<file path="config.mk">
export PLATFORM = sky130hd
export DESIGN_NAME = mmio_responder
export DESIGN_NICKNAME = d
export VERILOG_FILES = /design/src/rtl/mmio_responder_pkg.sv /design/src/rtl/mmio_responder_sync_fifo.sv /design/src/rtl/mmio_responder.sv
export SDC_FILE = /design/constraint.sdc
export NUM_CORES = 1
export LEC_CHECK = 0
export CAP_MARGIN = 10
export CORE_MARGIN = 1.5
export CORE_UTILIZATION = 50
export CTS_CLUSTER_SIZE = 14
export DETAILED_ROUTE_END_ITERATION = 10
export PLACE_DENSITY = 0.75
export SLEW_MARGIN = 20
export SYNTH_ARGS = -nofsm -noshare
export SYNTH_HDL_FRONTEND = slang
export SYNTH_SLANG_ARGS = --single-unit
</file>
<file path="constraint.sdc">
create_clock -name clk -period 3.7 [get_ports clk]
set_input_delay 0.555 -clock clk [delete_from_list [all_inputs] [get_ports clk]]
set_output_delay 0.555 -clock clk [all_outputs]
set_load 0.05 [all_outputs]
</file>
<file path="src/rtl/mmio_responder_pkg.sv">
// Shared definitions for the 0x8000_xxxx I/O window: register offsets, SSel size codes
// and the window nibble used by the controller, the load unit and the responder.
package mmio_responder_pkg;

   typedef enum logic [1:0] {
      SIZE_BYTE = 2'd0,
      SIZE_HALF = 2'd1,
      SIZE_WORD = 2'd2,
      SIZE_NONE = 2'd3
   } mem_size_e;

   localparam logic [3:0] MEM_WINDOW = 4'h8;

   localparam logic [7:0] UART_CTRL = 8'h00;
   localparam logic [7:0] UART_RX   = 8'h04;
   localparam logic [7:0] UART_TX   = 8'h08;
   localparam logic [7:0] CYCLE_CNT = 8'h10;
   localparam logic [7:0] INSTR_CNT = 8'h14;
   localparam logic [7:0] CNT_RST   = 8'h18;

   typedef struct packed {
      logic rx_ovf;
      logic tx_ovf;
      logic rx_nonempty;
      logic tx_notfull;
   } uart_status_t;

   function automatic logic in_window(input logic [31:0] addr, input logic [3:0] window);
      return addr[31:28] == window;
   endfunction

endpackage

</file>
<file path="src/rtl/mmio_responder_sync_fifo.sv">
// Single-clock FIFO with wrap-bit pointers; a push into a full FIFO is accepted only
// when a pop happens in the same cycle.
module sync_fifo #(
   parameter int WIDTH = 8,
   parameter int DEPTH = 8
) (
   input  logic             clk,
   input  logic             rst,
   input  logic             push,
   input  logic [WIDTH-1:0] push_data,
   input  logic             pop,
   output logic [WIDTH-1:0] head,
   output logic             full,
   output logic             empty
);

   localparam int AW = $clog2(DEPTH);

   logic [WIDTH-1:0] mem [DEPTH];
   logic [AW:0]      wr_ptr;
   logic [AW:0]      rd_ptr;
   logic             do_push;
   logic             do_pop;

   assign empty   = (wr_ptr == rd_ptr);
   assign full    = (wr_ptr[AW] != rd_ptr[AW]) && (wr_ptr[AW-1:0] == rd_ptr[AW-1:0]);
   assign do_pop  = pop && !empty;
   assign do_push = push && (!full || do_pop);
   assign head    = mem[rd_ptr[AW-1:0]];

   always_ff @(posedge clk or posedge rst) begin
      if (rst) begin
         wr_ptr <= '0;
         rd_ptr <= '0;
      end else begin
         if (do_push) wr_ptr <= wr_ptr + 1'b1;
         if (do_pop)  rd_ptr <= rd_ptr + 1'b1;
      end
   end

   // Storage needs no reset: the pointers alone define which entries are live.
   always_ff @(posedge clk) begin
      if (do_push) mem[wr_ptr[AW-1:0]] <= push_data;
   end

endmodule

</file>
<file path="src/rtl/mmio_responder.sv">
// Memory-mapped responder for UART FIFOs and the cycle / retired-instruction counters;
// load data is registered and presented the cycle after the request.
module mmio_responder
   import mmio_responder_pkg::*;
#(
   parameter int          FIFO_DEPTH = 8,
   parameter logic [31:0] BASE_ADDR  = {MEM_WINDOW, 28'h0}
) (
   input  logic        clk,
   input  logic        rst,
   input  logic        req_valid,
   input  logic [31:0] req_addr,
   input  logic        req_we,
   input  logic [1:0]  req_size,
   input  logic [31:0] req_wdata,
   input  logic        inst_retire,
   output logic [31:0] rdata,
   output logic [7:0]  tx_data,
   output logic        tx_valid,
   input  logic        tx_ready,
   input  logic [7:0]  rx_data,
   input  logic        rx_valid,
   output logic        rx_ready
);

   logic        hit;
   logic        wr;
   logic        rd;
   logic [7:0]  off;
   logic        tx_push;
   logic        tx_pop;
   logic        tx_full;
   logic        tx_empty;
   logic        tx_drop;
   logic        rx_push;
   logic        rx_pop;
   logic        rx_full;
   logic        rx_empty;
   logic        rx_drop;
   logic [7:0]  rx_head;
   logic        tx_ovf;
   logic        rx_ovf;
   logic        flag_clear;
   logic        cnt_clear;
   logic [31:0] cycle_cnt;
   logic [31:0] instr_cnt;
   logic [31:0] read_val;
   uart_status_t status;
   logic        unused_bits;

   assign unused_bits = &{1'b0, req_addr[27:8], req_addr[1:0], req_wdata[31:8]};

   assign hit = req_valid && in_window(req_addr, BASE_ADDR[31:28]);
   assign wr  = hit && req_we && (req_size != SIZE_NONE);
   assign rd  = hit && !req_we;
   assign off = {req_addr[7:2], 2'b00};

   assign flag_clear = wr && (off == UART_CTRL);
   assign cnt_clear  = wr && (off == CNT_RST);

   assign tx_push  = wr && (off == UART_TX);
   assign tx_valid = !tx_empty;
   assign tx_pop   = tx_valid && tx_ready;
   assign tx_drop  = tx_push && tx_full && !tx_pop;

   // A core pop frees a slot this very cycle, so a full RX FIFO can still take a byte.
   assign rx_pop   = rd && (off == UART_RX) && !rx_empty;
   assign rx_ready = !rx_full || rx_pop;
   assign rx_push  = rx_valid && rx_ready;
   assign rx_drop  = rx_valid && !rx_ready;

   sync_fifo #(.WIDTH(8), .DEPTH(FIFO_DEPTH)) u_tx_fifo (
      .clk       (clk),
      .rst       (rst),
      .push      (tx_push),
      .push_data (req_wdata[7:0]),
      .pop       (tx_pop),
      .head      (tx_data),
      .full      (tx_full),
      .empty     (tx_empty)
   );

   sync_fifo #(.WIDTH(8), .DEPTH(FIFO_DEPTH)) u_rx_fifo (
      .clk       (clk),
      .rst       (rst),
      .push      (rx_push),
      .push_data (rx_data),
      .pop       (rx_pop),
      .head      (rx_head),
      .full      (rx_full),
      .empty     (rx_empty)
   );

   // A fresh overflow in the same cycle as a clearing write is kept, so no loss goes unseen.
   always_ff @(posedge clk or posedge rst) begin
      if (rst) begin
         tx_ovf <= 1'b0;
         rx_ovf <= 1'b0;
      end else begin
         if (flag_clear) begin
            tx_ovf <= 1'b0;
            rx_ovf <= 1'b0;
         end
         if (tx_drop) tx_ovf <= 1'b1;
         if (rx_drop) rx_ovf <= 1'b1;
      end
   end

   always_ff @(posedge clk or posedge rst) begin
      if (rst) begin
         cycle_cnt <= '0;
         instr_cnt <= '0;
      end else if (cnt_clear) begin
         cycle_cnt <= '0;
         instr_cnt <= '0;
      end else begin
         cycle_cnt <= cycle_cnt + 32'd1;
         if (inst_retire) instr_cnt <= instr_cnt + 32'd1;
      end
   end

   always_comb begin
      status.rx_ovf      = rx_ovf;
      status.tx_ovf      = tx_ovf;
      status.rx_nonempty = !rx_empty;
      status.tx_notfull  = !tx_full;
      read_val = '0;
      case (off)
         UART_CTRL: read_val = {28'd0, status};
         UART_RX:   read_val = rx_empty ? 32'd0 : {24'd0, rx_head};
         CYCLE_CNT: read_val = cycle_cnt;
         INSTR_CNT: read_val = instr_cnt;
         default:   read_val = '0;
      endcase
   end

   always_ff @(posedge clk or posedge rst) begin
      if (rst)     rdata <= '0;
      else if (rd) rdata <= read_val;
   end

endmodule

</file>
# --- Word level (Yosys, flattened, before mapping) ---
# Memory sizes are Yosys's and may differ from the RTL's.
# Index checks and enable logic that the tools add are counted.
totals:
  regBits: 114
  mem_bits_rw: 128
  inputBits: 81
  output_inout_bits: 42
  memories: 2
op_classes:
  n_addsub: 6
  n_eq_ne: 13
  n_mux: 12
  reduce_logical: 34
memory_table:
  columns: ["name", "words", "width", "read_ports", "rd_ports_with_merged_regs", "write_ports", "line_no", "source"]
  rows:
  - ["u_rx_fifo.mem", 8, 8, 1, 0, 1, "mmio_responder_sync_fifo.sv:19", "logic [WIDTH-1:0] mem [DEPTH];"]
  - ["u_tx_fifo.mem", 8, 8, 1, 0, 1, "mmio_responder_sync_fifo.sv:19", null]
ops:
  columns: ["op", "n"]
  rows:
  - ["$pmux 32 s4", 1]
  - ["$mux 32", 3]
  - ["$add 32x1->32 const B", 2]
  - ["$logic_and 1x1->1", 20]
  - ["$eq 6x3->1 const B", 3]
  - ["$add 4x1->4 const B", 4]
  - ["$eq 4x4->1", 2]
  - ["$logic_not 8->1", 1]
  - ["$mux 8", 1]
  - ["$logic_not 1->1", 7]
  - ["$mux 1", 7]
  - ["$eq 3x3->1", 2]
  - ["$eq 6x1->1 const B", 1]
  - ["$eq 6x2->1 const B", 1]
  - ["$reduce_bool 2->1", 3]
  - ["$eq 4x4->1 const B", 1]
  - ["$logic_or 1x1->1", 3]
  - ["$ne 1x1->1", 2]
  - ["$ne 2x2->1 const B", 1]

# --- Depth between registers and ports, before layout ---
depth:
  depth_word: 10
  mapped_depth: 7
  ltp_nobuf: 5

# --- By module ---
# Synthesis repeated with hierarchy kept, for this count alone.
hier_totals:
  hier_cells: 839
  hier_area_um2: 11157.0
modules_own_cells:
  columns: ["module", "instances", "cells_each", "area_each_um2", "seq_area_each_um2"]
  rows:
  - ["mmio_responder", 1, 538, 5074.9, 2452.4]
  - ["sync_fifo (u_tx_fifo)", 1, 150, 3104.2, 2122.0]
  - ["sync_fifo (u_rx_fifo)", 1, 151, 2977.9, 2122.0]

# --- Least setup slack after synthesis ---
# Ideal clock, no wire load.
synth_path:
  path_kind: "input port to flip-flop"
  from: "in req_addr[2]"
  to: "mem u_rx_fifo.mem[1][0] (enable)"
  setup_time_ns: 0.398
  t_arrival_ns: 2.746
  required_ns: 3.302
  setup_slack_ns: 0.556
  path_stages: 6
  path_buffers: 2
  cell_sequence: "buf_2 -> nor4b_1 -> nand4_1 -> a21bo_2 -> clkbuf_1 -> nor4b_1"
synth_via:
  elab_chain_len: 8
  elab_cells_between_ends: 10
synth_rtl:
  columns: ["item", "line_no", "source"]
  rows:
  - ["from (decl)", "mmio_responder.sv:12", "input logic [31:0] req_addr,"]
  - ["$eq 6x1->1 *", "mmio_responder.sv:67", "assign rx_pop = rd && (off == UART_RX) && !rx_empty;"]
  - ["$logic_and 1x1->1 * (2 in series)", "mmio_responder.sv:67", null]
  - ["$logic_or 1x1->1 or $logic_and 1x1->1 (tied branches)", "mmio_responder.sv:68, mmio_responder_sync_fifo.sv:27", null]
  - ["$logic_and 1x1->1 or $logic_or 1x1->1 (tied branches)", "mmio_responder.sv:69, mmio_responder_sync_fifo.sv:28", null]
  - ["$logic_and 1x1->1 *", "mmio_responder_sync_fifo.sv:28", "assign do_push = push && (!full || do_pop);"]
  - ["$mux 1 *", "mmio_responder_sync_fifo.sv:43", "if (do_push) mem[wr_ptr[AW-1:0]] <= push_data;"]
  - ["$mux 1 (not written as such) *", "mmio_responder_sync_fifo.sv:43", null]
  - ["to (decl)", "mmio_responder_sync_fifo.sv:19", null]
# Mark *: on every way between the ends. The rest lies on a longest branch, timed or not.

# --- Worst setup path in the final report ---
layout_path:
  from: "reg u_tx_fifo.rd_ptr[0]"
  to: "out tx_data[2]"
layout_via:
  elab_chain_len: 1
layout_rtl:
  columns: ["item", "line_no", "source"]
  rows:
  - ["from (decl)", "mmio_responder_sync_fifo.sv:21", "logic [AW:0] rd_ptr;"]
  - ["from (signal assigned)", "mmio_responder_sync_fifo.sv:37", "if (do_pop) rd_ptr <= rd_ptr + 1'b1;"]
  - ["$mem_v2 8x8", null, null]
  - ["to (decl)", "mmio_responder.sv:18", "output logic [7:0] tx_data,"]
# No other way between the ends.

==> out/results.txt <==
Post-Route Utilization - 0.6056
Comb pwr share - 0.206
CP startpoint - u_tx_fifo.rd_ptr[0]
Worst Tran Pin Value - 0.6789 ns
Reg power frac - 0.458
First-pass DRT Iterations - 5
Synth Flop Type - edfxtp_1
WS Path Type - flop to output pin
Synthesis-to-finish area growth - 18.36%
Setup crit end - tx_data[2]
CTS clk-pin slew, worst paths - 0.07 ns
P_int - 5.196 mW
Status - complete, no violations
Worst path required time - 3.14 ns
Final WL - 22460 um
Seq/Total Area, Yosys - 0.6206
Post-synth EDFFs - 128
Root Buffer - clkbuf_16
DR vias - 7031
R2R Setup Slk - 1.13 ns
Synth top area share - 0.3562
CP max-delay cell - clkdlybuf4s50_1
Diode count - 0
Post-synthesis instance area - 10790 um2
Period utilization - 0.8991
Mapped Cells - 811
Commonest non-fill, non-tap cell in the layout - edfxtp_1
H-tree depth - 1
Total negative setup slack - 0 ns
Syn_nets - 898
Total grt overflow - 0
First DRT Iteration DRCs - 461
Vias in the first global route - 6977
Slew HR - 0.5474
Reg-to-Reg Start - instr_cnt[0]
CP startpoint kind - flop
Synth area leaders - edfxtp_1, dfrtp_1, mux4_2
Lkg Pwr - 4.512 nW
R2R Path End - instr_cnt[30]
Post-CTS Setup Bufs - 0
Total GRT Usage - 0.2065
RSZ-0062 raised after global routing - no
Nets - 983
WL/cell - 18.87 um
Rows - 53
Synth area leader - edfxtp_1
Critical Path Sink Type - output pin
Chip Height - 149.9 um
Initial antenna violation count - 0
Max_cap viols - 0
Post-route ant nets - 0
Layout fillers - 1650
CTS tree - built
Switching share of power - 0.2914
CTS resizes - 0
Die area - 22470 um2
Hpwl dp - 14930 um
Worst Hold Class - input port to asynchronous set/reset pin
# hold bufs at CTS - 0
Initial Utilization - 0.5117
Final setup viols - 0
I/O pin cnt - 123
Gpl congestion - 0.8452
Largest net degree at the start of global routing - 51
Clock network fraction of total power - 0.337
CTS buffer count - 25
Commonest non-fill, non-tap cells in the layout - edfxtp_1, dfrtp_1, clkdlybuf4s50_1
Syn avg cell area - 13.30 um2
Yosys warns - 0
Clk_lat worst skew - 0.53 ns
IO Port Bufs - 76
VDD IR-drop max - 457.1 uV
Slowest stage delay, CP - 0.70 ns
Hold Vio Cnt, Final - 0
FMAX - 300.6 MHz
Fin Clk Skew - 0.01513 ns
Number of distinct library cells after synthesis - 56
Final Critical Period - 3.327 ns
FF+latch count, synth - 242
Crit-path max FO - 20
Worst Path Arrival - 2.77 ns
Slew Limit Fails - 0
# clock sinks - 242
DRC viols - 0
Crit path cell chain - buf_4, mux4_2, mux2_2, clkdlybuf4s50_1
Die W - 149.9 um
Async S/R FF share, synth - 0.4711
Core area - 21090 um2
Share of layout cells above drive strength 1 - 0.1530
CTS Buffer Depth - 3
Worst R2R Path Depth - 5
Pwr Density - 574.2 nW/um2
Vias per cell - 5.908
P_sw - 2.137 mW
Global-route wire length before repair - 36400 um
[power by group through the flow]
stage | Sequential (mW) | Clock [mW] | Combinational (mW)
final | 3.36 | 2.47 | 1.51
after CTS | 3.35 | 2.52 | 1.53
after floorplan | 3.35 | 0 | 1.07
after detailed placement | 3.40 | 0 | 1.52
after global placement | 3.39 | 0 | 1.49
after global routing | 3.38 | 2.63 | 1.63
[flip-flops by register name, summed over array words and instances (netlist names), 4 cells and up]
signal,count
cycle_cnt,32
u_tx_fifo.wr_ptr,4
rdata,32
instr_cnt,32
u_tx_fifo.rd_ptr,4
u_rx_fifo.rd_ptr,4
u_rx_fifo.wr_ptr,4
u_tx_fifo.mem,64
u_rx_fifo.mem,64
[per-stage QoR]
step | power (mW) | std cells | area, um2 | hold slack, ns | worst slack (ns)
global route | 7.637 | 1190 | 12770 | 0.4940 | 0.2566
detailed placement | 4.918 | 1144 | 11960 | 0.4708 | 0.4690
floorplan | 4.421 | 811 | 10790 | 0.4421 | 0.1293
global placement | 4.880 | 1144 | 11960 | 0.4655 | 0.5906
finish | 7.333 | 1190 | 12770 | 0.4769 | 0.3733
CTS | 7.397 | 1190 | 12770 | 0.4840 | 0.3352
[cell type report]
type	instances	area [um2]	share of cell area
flip-flops and latches	242	6696	0.5243
clock inverters	21	187.7	0.01470
multi-input cells	504	3835	0.3003
well taps	275	344.1	0.02694
inverters	15	58.81	0.004605
repair buffers	108	1023	0.08014
clock buffers	25	625.6	0.04899
[routing by layer]
metal | global-route usage | up-vias | routed length [um]
met1 | 0.2772 | 3519 | 9649
met3 | 0.02683 | 36 | 1002
li1 | - | 3305 | -
met5 | 0 | - | 0
met4 | 0.05392 | 0 | 443
met2 | 0.3555 | 171 | 11360
[cells by family (layout without fill, tap and decap cells)]
family / count (synthesis) / in the layout / share of synthesized area
and+or+nand+nor: 243 / 243 / 0.1258
DFF: 242 / 242 / 0.6206
AOI/OAI and AO/OA: 151 / 151 / 0.08987
buffers and inverters: 65 / 169 / 0.02667
muxes: 60 / 60 / 0.09439
xor gates and xnor gates: 44 / 44 / 0.03571
adders and majority gates: 6 / 6 / 0.006957
[critical path, delay by kind of cell (launching register included)]
family | cells | cell delay, ns
buffers and inverters | 2 | 1.05
flip-flops | 1 | 0.34
multiplexers | 2 | 0.85
[Yosys cell counts (all sizes together) (3+ instances only)]
library cell / n
edfxtp: 128
dfrtp: 114
nand2: 58
o21ai: 43
nor2: 38
clkbuf: 37
mux4: 32
a21oi: 31
xnor2: 29
a22oi: 24
nand3: 23
nand4: 23
or4: 21
o31ai: 17
inv: 15
xor2: 15
mux2: 14
mux2i: 14
nor3: 14
buf: 13
nor4: 11
or3: 11
and3: 10
nor4b: 10
and4: 7
o21bai: 7
o22ai: 7
and2: 6
ha: 6
a221oi: 5
nand4b: 3
o2111ai: 3
[how the worst min path moves through the flow]
stage / start / endpoint / slack [ns]
final: rst / instr_cnt[23] / 0.48
after global routing: rdata[18] / rdata[18] / 0.49
after CTS: rdata[18] / rdata[18] / 0.48
after detailed placement: rdata[18] / rdata[18] / 0.47
after global placement: rdata[25] / rdata[25] / 0.47
after floorplan: tx_ovf / tx_ovf / 0.44
No activity file was read; power rests on OpenSTA's default activity.
